===== src/rtl/time_display_scan.sv =====
// Scans a packed HH:MM:SS time bus onto a six-digit multiplexed common-anode 7-segment display.
// Optional ALARM_BLINK_EN: blanks the display on alternate BLINK_DIV periods while the alarm is high.
module time_display_scan #(
  parameter int unsigned SCAN_DIV       = 50000,
  parameter int unsigned BLINK_DIV      = 25000000,
  parameter bit          SEG_ACTIVE_LOW = 1'b1,
  parameter bit          AN_ACTIVE_LOW  = 1'b1
) (
  input  logic        clk,
  input  logic        rst,
  input  logic [23:0] timeBus,
  input  logic        neg_alarm_s,
  output logic [6:0]  seg,
  output logic        dp,
  output logic [5:0]  an,
  output logic        alarm_led
);

  localparam int unsigned PW      = (SCAN_DIV > 1) ? $clog2(SCAN_DIV) : 1;
  localparam logic [3:0]  DASH    = 4'hF;
  localparam logic [6:0]  SEG_OFF = SEG_ACTIVE_LOW ? 7'h7F : 7'h00;
  localparam logic        DP_OFF  = SEG_ACTIVE_LOW ? 1'b1 : 1'b0;
  localparam logic [5:0]  AN_OFF  = AN_ACTIVE_LOW ? 6'h3F : 6'h00;

  logic [PW-1:0] presc_q, presc_d;
  logic [2:0]    idx_q, idx_d;
  logic [4:0]    hrs_q, hrs_d;
  logic [5:0]    min_q, min_d, sec_q, sec_d;
  logic          loaded_q, alarm_q;
  logic [6:0]    seg_q, seg_d;
  logic          dp_q, dp_d;
  logic [5:0]    an_q, an_d;
  logic          tc, load, blank, dp_lit;
  logic          hrs_bad, min_bad, sec_bad;
  logic [3:0]    digit;
  logic [6:0]    pat;

`ifdef ALARM_BLINK_EN
  localparam int unsigned BW = (BLINK_DIV > 1) ? $clog2(BLINK_DIV) : 1;
  logic [BW-1:0] blink_q, blink_d;
  logic          phase_q, phase_d;

  // Blink timebase only runs while the registered alarm is up; otherwise parked at phase 0.
  always_comb begin
    blink_d = '0;
    phase_d = 1'b0;
    if (alarm_q) begin
      if (blink_q == BW'(BLINK_DIV - 1)) begin
        blink_d = '0;
        phase_d = ~phase_q;
      end else begin
        blink_d = blink_q + 1'b1;
        phase_d = phase_q;
      end
    end
  end

  always_ff @(posedge clk or negedge rst) begin
    if (!rst) begin
      blink_q <= '0;
      phase_q <= 1'b0;
    end else begin
      blink_q <= blink_d;
      phase_q <= phase_d;
    end
  end

  assign blank = alarm_q & phase_q;
`else
  assign blank = 1'b0;
`endif

  // Scan timebase, digit index and frame snapshot (reloaded only at end of frame).
  always_comb begin
    tc      = (presc_q == PW'(SCAN_DIV - 1));
    presc_d = tc ? '0 : presc_q + 1'b1;
    idx_d   = idx_q;
    if (tc) idx_d = (idx_q == 3'd5) ? 3'd0 : idx_q + 3'd1;
    load  = !loaded_q || (tc && (idx_q == 3'd5));
    hrs_d = load ? timeBus[20:16] : hrs_q;
    min_d = load ? timeBus[13:8]  : min_q;
    sec_d = load ? timeBus[5:0]   : sec_q;
  end

  // Digit select, BCD split and segment encode for the current index.
  always_comb begin
    hrs_bad = (hrs_q > 5'd23);
    min_bad = (min_q > 6'd59);
    sec_bad = (sec_q > 6'd59);
    case (idx_q)
      3'd0:    digit = sec_bad ? DASH : 4'(sec_q % 6'd10);
      3'd1:    digit = sec_bad ? DASH : 4'(sec_q / 6'd10);
      3'd2:    digit = min_bad ? DASH : 4'(min_q % 6'd10);
      3'd3:    digit = min_bad ? DASH : 4'(min_q / 6'd10);
      3'd4:    digit = hrs_bad ? DASH : 4'(hrs_q % 5'd10);
      3'd5:    digit = hrs_bad ? DASH : 4'(hrs_q / 5'd10);
      default: digit = DASH;
    endcase
    case (digit)
      4'd0:    pat = 7'b0111111;
      4'd1:    pat = 7'b0000110;
      4'd2:    pat = 7'b1011011;
      4'd3:    pat = 7'b1001111;
      4'd4:    pat = 7'b1100110;
      4'd5:    pat = 7'b1101101;
      4'd6:    pat = 7'b1111101;
      4'd7:    pat = 7'b0000111;
      4'd8:    pat = 7'b1111111;
      4'd9:    pat = 7'b1101111;
      default: pat = 7'b1000000;
    endcase
    dp_lit = (idx_q == 3'd2) || (idx_q == 3'd4);
    seg_d  = SEG_OFF;
    dp_d   = DP_OFF;
    an_d   = AN_OFF;
    // Nothing is lit until the first snapshot has been taken.
    if (loaded_q && !blank) begin
      seg_d = SEG_ACTIVE_LOW ? ~pat : pat;
      dp_d  = SEG_ACTIVE_LOW ? ~dp_lit : dp_lit;
      an_d  = AN_ACTIVE_LOW ? ~(6'd1 << idx_q) : (6'd1 << idx_q);
    end
  end

  always_ff @(posedge clk or negedge rst) begin
    if (!rst) begin
      presc_q  <= '0;
      idx_q    <= 3'd0;
      hrs_q    <= 5'd0;
      min_q    <= 6'd0;
      sec_q    <= 6'd0;
      loaded_q <= 1'b0;
      alarm_q  <= 1'b0;
      seg_q    <= SEG_OFF;
      dp_q     <= DP_OFF;
      an_q     <= AN_OFF;
    end else begin
      presc_q  <= presc_d;
      idx_q    <= idx_d;
      hrs_q    <= hrs_d;
      min_q    <= min_d;
      sec_q    <= sec_d;
      loaded_q <= 1'b1;
      alarm_q  <= neg_alarm_s;
      seg_q    <= seg_d;
      dp_q     <= dp_d;
      an_q     <= an_d;
    end
  end

  assign seg       = seg_q;
  assign dp        = dp_q;
  assign an        = an_q;
  assign alarm_led = alarm_q;

endmodule


===== config.mk =====
export PLATFORM = sky130hd
export DESIGN_NAME = time_display_scan
export DESIGN_NICKNAME = d
export VERILOG_FILES = /design/src/rtl/time_display_scan.sv
export SDC_FILE = /design/constraint.sdc
export NUM_CORES = 1
export LEC_CHECK = 0
export CAP_MARGIN = 5
export CORE_MARGIN = 3
export CORE_UTILIZATION = 40
export DETAILED_ROUTE_END_ITERATION = 10
export GPL_TIMING_DRIVEN = 0
export HOLD_SLACK_MARGIN = 0.15
export PLACE_DENSITY = 0.7
export REMOVE_ABC_BUFFERS = 1
export SETUP_SLACK_MARGIN = 0.3
export SLEW_MARGIN = 20
export SYNTH_ARGS = -nofsm -noshare
export SYNTH_HDL_FRONTEND = slang
export SYNTH_SLANG_ARGS = --single-unit

===== constraint.sdc =====
create_clock -name clk -period 8.1 [get_ports clk]
set_input_delay 1.62 -clock clk [delete_from_list [all_inputs] [get_ports clk]]
set_output_delay 1.62 -clock clk [all_outputs]
set_load 0.02 [all_outputs]

; ---- After elaboration in Yosys (flattened, before gate mapping)
; Memories as Yosys holds them, arrays and structs flattened.
; Cells that the tools add are included.
[totals]
ff_bits = 52
mem_bits_ro = 112
input_bits = 27
out_inout_bits = 15
wordCells = 49
n_memories = 1
[memory_table]
columns = memory, depth, width, rd, rd_clocked_by_memory_dff, write_ports, line
row1 = (name not given), 16, 7, 1, 0, 0, 99  ; case (digit)
[op_classes]
add_sub_neg = 2
n_div = 6
order_cmp = 3
eq_ne = 6
shifts = 1
muxes = 12
n_bitwise = 3
reduce_logical = 5
[op_table]
columns = op, n
row1 = $mux W4, 6
row2 = $pmux W4 S6, 1
row3 = $add A16 B1 Y16 const B, 1
row4 = $eq A16 B16 Y1 const B, 1
row5 = $mux W16, 1
row6 = $div A6 B4 Y6 const B, 2
row7 = $gt A6 B6 Y1 const B, 2
row8 = $mod A6 B4 Y6 const B, 2
row9 = $mux W7, 1
row10 = $not A7 Y7, 1
row11 = $eq A3 B2 Y1 const B, 2
row12 = $eq A3 B3 Y1 const B, 2
row13 = $mux W6, 1
row14 = $not A6 Y6, 1
row15 = $shl A1 B3 Y6 const A, 1
row16 = $div A5 B4 Y5 const B, 1
row17 = $gt A5 B5 Y1 const B, 1
row18 = $mod A5 B4 Y5 const B, 1
row19 = $add A3 B1 Y3 const B, 1
row20 = $eq A3 B1 Y1 const B, 1
row21 = $logic_not A3 Y1, 1
row22 = $mux W3, 1
row23 = $logic_or A1 B1 Y1, 2
row24 = $logic_and A1 B1 Y1, 1
row25 = other kinds (3), 3

; ---- Logic depth before layout (Yosys ltp)
; Gate-level depths: netlist (run 1).
; An unclocked memory read counts as a cell.
[depth]
depth_word = 6
ltp_mapped = 15
depth_no_buf = 14

; ---- Worst setup path after synthesis (run 1)
; Ideal clock, no wire load.
[synth_path]
kind = reg2reg
start = register hrs_q[4]
end = register seg_q[3], in the netlist seg[3]
setup_time_ns = 0.091
arrival_time_ns = 2.861
required_time_ns = 8.009
setup_slack_ns = 5.149
stages_incl_launch_ff = 14
n_path_buf = 1
period_less_slack_ns = 2.951
cell_sequence = dfrtp_1 -> clkbuf_1 -> nor2b_1 -> a21oi_1 -> ha_1 -> or2_2 -> a32o_1 -> a21oi_1 -> o21ai_0 -> a311oi_1 -> nand4_1 -> ha_1 -> nor3_1 -> o31ai_1
[synth_via]
elab_chain_cells = 6
elab_cells_between_ends = 9
classes_between = div (2) / order compare (1) / mux (4) / bitwise (1) / memory (1)
[synth_rtl]
columns = element, line
row1 = from (decl), 27  ; logic [4:0] hrs_q, hrs_d;
row2 = from (signal assigned), 139  ; hrs_q <= hrs_d;
row3 = "$div A5 B4 Y5, or another cell as far along", 96  ; 3'd5: digit = hrs_bad ? DASH : 4'(hrs_q / 5'd10);
row4 = $mux W4 (on tied branches), "96, 95"
row5 = $pmux W4 S6 (*), 90  ; case (idx_q)
row6 = $mem_v2 Z16 W7 (*), --
row7 = $not A7 Y7 (*), 118  ; seg_d = SEG_ACTIVE_LOW ? ~pat : pat;
row8 = $mux W7 (*), 117  ; if (loaded_q && !blank) begin
row9 = named net seg_d[3], 30  ; logic [6:0] seg_q, seg_d;
row10 = to (signal assigned), 144  ; seg_q <= seg_d;
row11 = to (decl), 30
; Mark *: on every way through the listed nets, which the timed path passes. The rest lies on a longest branch.
; A chain may end at the register's enable or synchronous reset.

; ---- Worst setup path after layout (run 1)
; Ends and elaborated chain as after synthesis.

==> out/results.ini, run 1 <==
[clock_tree]
root_buffer = clkbuf_8
clockBufferDepth = 2
holdBufCountCts = 0
clk_latency_ps = 310
clk_pin_slew_ps = 100
numCtsBuffers = 5
post_cts_resized = 0
cts_setup_buffers = 0
clock-sinks = 52
htree_levels = 2
cts_tree = done

[cells_and_area]
antennaDiodeCount = 0
drive_above_1_share = 0.106
nNetsFinal = 424
fillCellCount = 777
area_growth_pct = 13.6

[die]
io_pins = 42
die_w_um = 96.0
initial_core_util = 0.415
dieArea_um2 = 9220
die_y_um = 96.0
row_count = 32
core_area_um2 = 7810

[worst_hold_path]
hold_path_class = flip-flop to flip-flop
hold_depth = 1
worstHoldStart = presc_q[10]
holdPathEnd = presc_q[10]

[logic_synthesis]
async_reset_ff_frac = 1.00
avgSynthCellArea_um2 = 8.86
ys_ff_latch = 52
yosys_warnings = 0
yosysSeqAreaShare = 0.407
syn-cell-area_um2 = 3240
ys.flop_type = dfrtp_1
postSynthCellCount = 366
yosysUniqueCellTypes = 57
synth-edff-count = 0

[timing]
setup_ws_ps = 4640
worst-slew-pin-transition_ps = 793
report.final.slew_viol_count = 0
whs_ps = 510
post-route-period-util = 0.428
slew_headroom = 0.470
fin_worst_skew_ps = 14.2
tns_ps = 0
finalHoldViolations = 0
setup_viol_count_final = 0
clock.fmax_ghz = 0.289
final.min_clock_period_ps = 3460
grt_setup_unrepaired = false

[worst_setup_path]
crit_arrival_ps = 3670
crit_chain = nor2b_1 -> a21oi_1 -> ha_1 -> or2_2 -> a32o_1 -> a21oi_1 -> o21ai_0 -> a311oi_1 -> nand4_1 -> ha_1 -> nor3_1 -> o31ai_1
cp_max_fo = 10
r2r_cells = 12
critPathSlowestCell = dfrtp_1
r2r_setup_slack_ps = 4640
path_class = flip-flop to flip-flop
r2r-start = hrs_q[4]
slowest_delay_ps = 520
critPathCaptureType = flip-flop
required_ps = 8310
start_kind = flip-flop
worstReg2RegEnd = seg[3]

[route]
vias = 2658
drtIter0Drc = 216
drc = 0
routed_wirelength_mm = 6.51
wl_per_cell_um = 13.3
via_per_inst = 5.45
postRouteAntennaNets = 0
dr.pass1.iters = 4

[global_route]
grt_pass1_wl_mm = 11.0
grt_max_degree = 53
antenna_found_initial = 0
grt_usage = 0.147
overflow = 0
grt_pass1_vias = 2478

[power]
powerDensity_nw_per_um2 = 169
vdd_drop_max_mv = 0.0850
p_total_w = 0.000625
p_leak_nw = 1.53

[placement]
gp_congestion = 0.829
numPortBuffers = 34
pre_cts_slack_ps = 4670
dp_hpwl_mm = 4.75

[outcome]
status = finished clean

[flow_run]
drv_cap = 0

## how the worst max path moves through the flow
stage	startpoint	to	slack [ps]
detailed placement	hrs_q[4]	seg[3]	4670
global placement	rst	min_q[4]	3910
global route	sec_q[5]	seg[2]	4360
CTS	hrs_q[4]	seg[3]	4640
floorplan	min_q[4]	seg[5]	5140
finish	hrs_q[4]	seg[3]	4640
## worst max-delay path, delay by kind of cell, from the launching register on
kind | cells | cell delay [ps]
AO/OA/AOI/OAI | 6 | 1180
AND/OR/NAND/NOR | 4 | 1010
adder cells (fa/ha/maj) | 2 | 650
flip-flops | 1 | 520
## synth_stat cells (4+ instances only)
cell,n,area share
o211ai_1,4,0.0093
buf_2,8,0.012
nor4_1,5,0.0096
a21oi_1,16,0.025
ha_1,12,0.046
mux2_2,12,0.042
and3_1,7,0.014
nand4_1,6,0.012
inv_1,13,0.015
nand2b_1,4,0.0077
o31ai_1,4,0.0093
dfstp_2,14,0.11
clkbuf_1,10,0.012
a31oi_1,8,0.015
nor3_1,16,0.025
nand3_1,11,0.017
a21o_1,5,0.012
xor2_1,11,0.030
o21ai_0,26,0.040
nand2_1,46,0.053
xnor2_1,5,0.014
dfrtp_1,38,0.29
nor2b_1,8,0.015
nor2_1,24,0.028
## routing by layer
metal | global-route usage | part of all wire
met1 | 0.200 | 0.50
met2 | 0.239 | 0.46
met3 | 0.0297 | 0.031
met4 | 0.0391 | 0.012
met5 | 0 | 0
## cells by family (layout without fill, tap and decap cells)
group	count (synthesis)	after routing	synth area share
simple gates	148	148	0.230
compound gates	88	88	0.175
flops	52	52	0.407
buf+inv	35	55	0.0494
xor+xnor	16	16	0.0432
fa+ha+maj	14	14	0.0525
mux	12	12	0.0417
other cells	1	1	0.00116
## flip-flops by register name (all words and copies together) (netlist names)
register,cells
hrs_q,5
seg,7
sec_q,6
dp,1
loaded_q,1
idx_q,3
presc_q,16
alarm_led,1
min_q,6
an,6
## power breakdown
group | switching (W) | internal, W
Sequential | 0.0000249 | 0.000283
Clock | 0.0000869 | 0.0000619
Combinational | 0.0000902 | 0.0000777
Total | 0.000202 | 0.000423
## metrics by stage
stage | cell area, um2 | utilization | cells
after floorplan | 3130 | - | 344
after global placement | 3600 | 0.461 | 480
final | 3680 | 0.472 | 488
after CTS | 3680 | 0.472 | 488
after global routing | 3680 | 0.472 | 488
after detailed placement | 3600 | 0.461 | 480
## placed cells by master (no fill, tap or decap), types with 2 or more instances in the layout
cell             count
o211ai_1             4
a21o_1               5
dfrtp_1             38
inv_1               13
a211oi_1             3
nor4_1               5
clkdlybuf4s50_1     33
o31ai_1              4
nand4_1              6
or2_2                3
o21ai_0             26
nor2b_1              8
nand2b_1             4
xor2_1              11
a311o_1              2
o22ai_1              3
nor3_1              16
maj3_1               2
and3b_1              2
dfstp_2             14
mux2_2              12
o21a_1               3
ha_1                12
a221oi_1             2
or3_1                2
nand3b_1             2
nand3_1             11
xnor2_1              5
a21oi_1             16
and2_1               3
nor2_1              24
and3_1               7
a31oi_1              8
nor4b_1              3
a32oi_1              2
clkbuf_8             5
nand2_1             46
## layout make-up
class	count	area [um2]	share of cell area
clock inverter	2	15.0	0.00407
clock buffer	6	72.6	0.0197
timing repair buffer	34	338	0.0917
inverter	13	48.8	0.0132
multi-input combinational	279	1760	0.479
tap	102	128	0.0346
sequential	52	1320	0.358
No activity file was read; power rests on OpenSTA's default activity.
==> inputs of run 2 (changes only) <==
==> constraint.sdc (replaced) <==
create_clock -name clk -period 3.4 [get_ports clk]
set_input_delay 0.68 -clock clk [delete_from_list [all_inputs] [get_ports clk]]
set_output_delay 0.68 -clock clk [all_outputs]
set_load 0.02 [all_outputs]
==> run 2 against run 1 <==
Wire length rose by 11%. Worst hold slack worse by 140 ps. Highest routed layer unchanged. Final cell count grew 4.5%. Sequential cell count stayed put.
==> out/results.ini, run 2 (same netlist as run 1, synthesis figures left out) <==
[power]
p_sw_w = 0.000542
vdd_drop_max_mv = 0.193
clkPwrFrac = 0.219
power_frac_seq = 0.446
p_leak_nw = 1.65
switching_share = 0.333
powerDensity_nw_per_um2 = 402
p_int_w = 0.00109
p_comb_frac = 0.335

[route]
routed_wirelength_mm = 7.24
drc = 0
wl_per_cell_um = 14.2
dr.pass1.iters = 6
drtIter0Drc = 246
vias = 2820
via_per_inst = 5.53
postRouteAntennaNets = 0

[worst_setup_path]
slowest_delay_ps = 460
r2r-start = sec_q[4]
crit_arrival_ps = 3280
critPathSlowestCell = a311o_1
crit_cells = 12
critPathCaptureType = flip-flop
path_class = flip-flop to flip-flop
crit_path_start = sec_q[4]
required_ps = 3630
cpLargestDelayFamily = simple AND/OR/NAND/NOR gates
start_kind = flip-flop
worst-path-buf-inv = 2
crit_chain = inv_2 -> nand2_2 -> or2_2 -> a21oi_2 -> ha_4 -> buf_4 -> mux2_2 -> o22ai_1 -> a311o_1 -> or3_4 -> nor4_1 -> nor3_1
cp_max_fo = 6
r2r_cells = 12

[timing]
fin_worst_skew_ps = 14.1
setup_ws_ps = 343
report.final.slew_viol_count = 0
clock.fmax_ghz = 0.327
finalHoldViolations = 0
grt_setup_unrepaired = false
setup_viol_count_final = 0
slew_headroom = 0.462
whs_ps = 374
worst-slew-pin-transition_ps = 805
post-route-period-util = 0.899
final.min_clock_period_ps = 3060

[cells_and_area]
largest_register_ff_count = 16
area_growth_pct = 24.7
final_cell_mix = 45 x nand2_1, 33 x clkdlybuf4s50_1, 29 x dfrtp_1, 26 x o21ai_0, 24 x nor2_1
regMostFlops = presc_q
drive_above_1_share = 0.248
nNetsFinal = 446
antennaDiodeCount = 0
mostFrequentLayoutCell = nand2_1

[worst_hold_path]
hold_path_class = input port to asynchronous set/reset pin

[die]
dieArea_um2 = 9220
row_count = 32
die_w_um = 96.0
die_y_um = 96.0
initial_core_util = 0.415
io_pins = 42
core_area_um2 = 7810

[global_route]
grt_usage = 0.149
grt_pass1_vias = 2508
antenna_found_initial = 0
overflow = 0
grt_pass1_wl_mm = 11.2
grt_max_degree = 53

[clock_tree]
holdBufCountCts = 0
numCtsBuffers = 5
clock-sinks = 52
clk_pin_slew_ps = 100
clk_latency_ps = 310
clockBufferDepth = 2
root_buffer = clkbuf_8
cts_tree = done
htree_levels = 2

[outcome]
status = finished clean

[placement]
numPortBuffers = 34
dp_hpwl_mm = 4.75
gp_congestion = 0.829
pre_cts_slack_ps = -27.9

[flow_run]
drv_cap = 0

-- run 2: metrics by stage --
| step | utilization | power [W] | TNS [ps] | std cells | area [um2] |
|---|---|---|---|---|---|
| 3_3_place_gp | 0.461 | 0.00114 | 0 | 480 | 3600 |
| 3_5_place_dp | 0.461 | 0.00114 | -27.9 | 480 | 3600 |
| 5_1_grt | 0.518 | 0.00173 | 0 | 510 | 4050 |
| 4_1_cts | 0.478 | 0.00153 | 0 | 490 | 3730 |
| 6_report | 0.518 | 0.00163 | 0 | 510 | 4050 |
| 2_1_floorplan | - | 0.00100 | 0 | 344 | 3130 |
-- run 2: repair_timing --
action,in CTS,in global routing
setup buffers,2,19
setup endpoints to repair,7,7
resized for setup,12,35
pin swaps,1,9
cloned,0,1
-- run 2: per-layer routing --
layer / vias up / wire length (um) / GRT usage
met5: - / 0 / 0
met4: 0 / 88 / 0.0403
met3: 9 / 263 / 0.0297
met2: 56 / 3510 / 0.242
met1: 1360 / 3370 / 0.202
li1: 1395 / - / -
-- run 2: final timing paths --
check	endpoint	slack, ps
setup / recovery	seg[4]	340
hold / removal	presc_q[6]	370
setup reg to reg	seg[4]	340
hold reg to reg	presc_q[10]	510
max in group asynchronous	sec_q[3]	2540
min in group clk	presc_q[10]	510
-- run 2: layout make-up --
class	instances	area [um2]
sequential	52	1330
multi-input combinational	280	1950
timing repair buffer	55	499
clock inverter	2	15.0
clock buffer	6	72.6
tap	102	128
inverter	13	48.8
fill	737	3760
-- run 2: power groups by stage --
stage	clock, W	combinational (W)	sequential [W]
final	0.000356	0.000546	0.000726
after global routing	0.000404	0.000595	0.000733
after CTS	0.000374	0.000419	0.000735
after detailed placement	0	0.000400	0.000745
after global placement	0	0.000392	0.000744
after floorplan	0	0.000241	0.000762
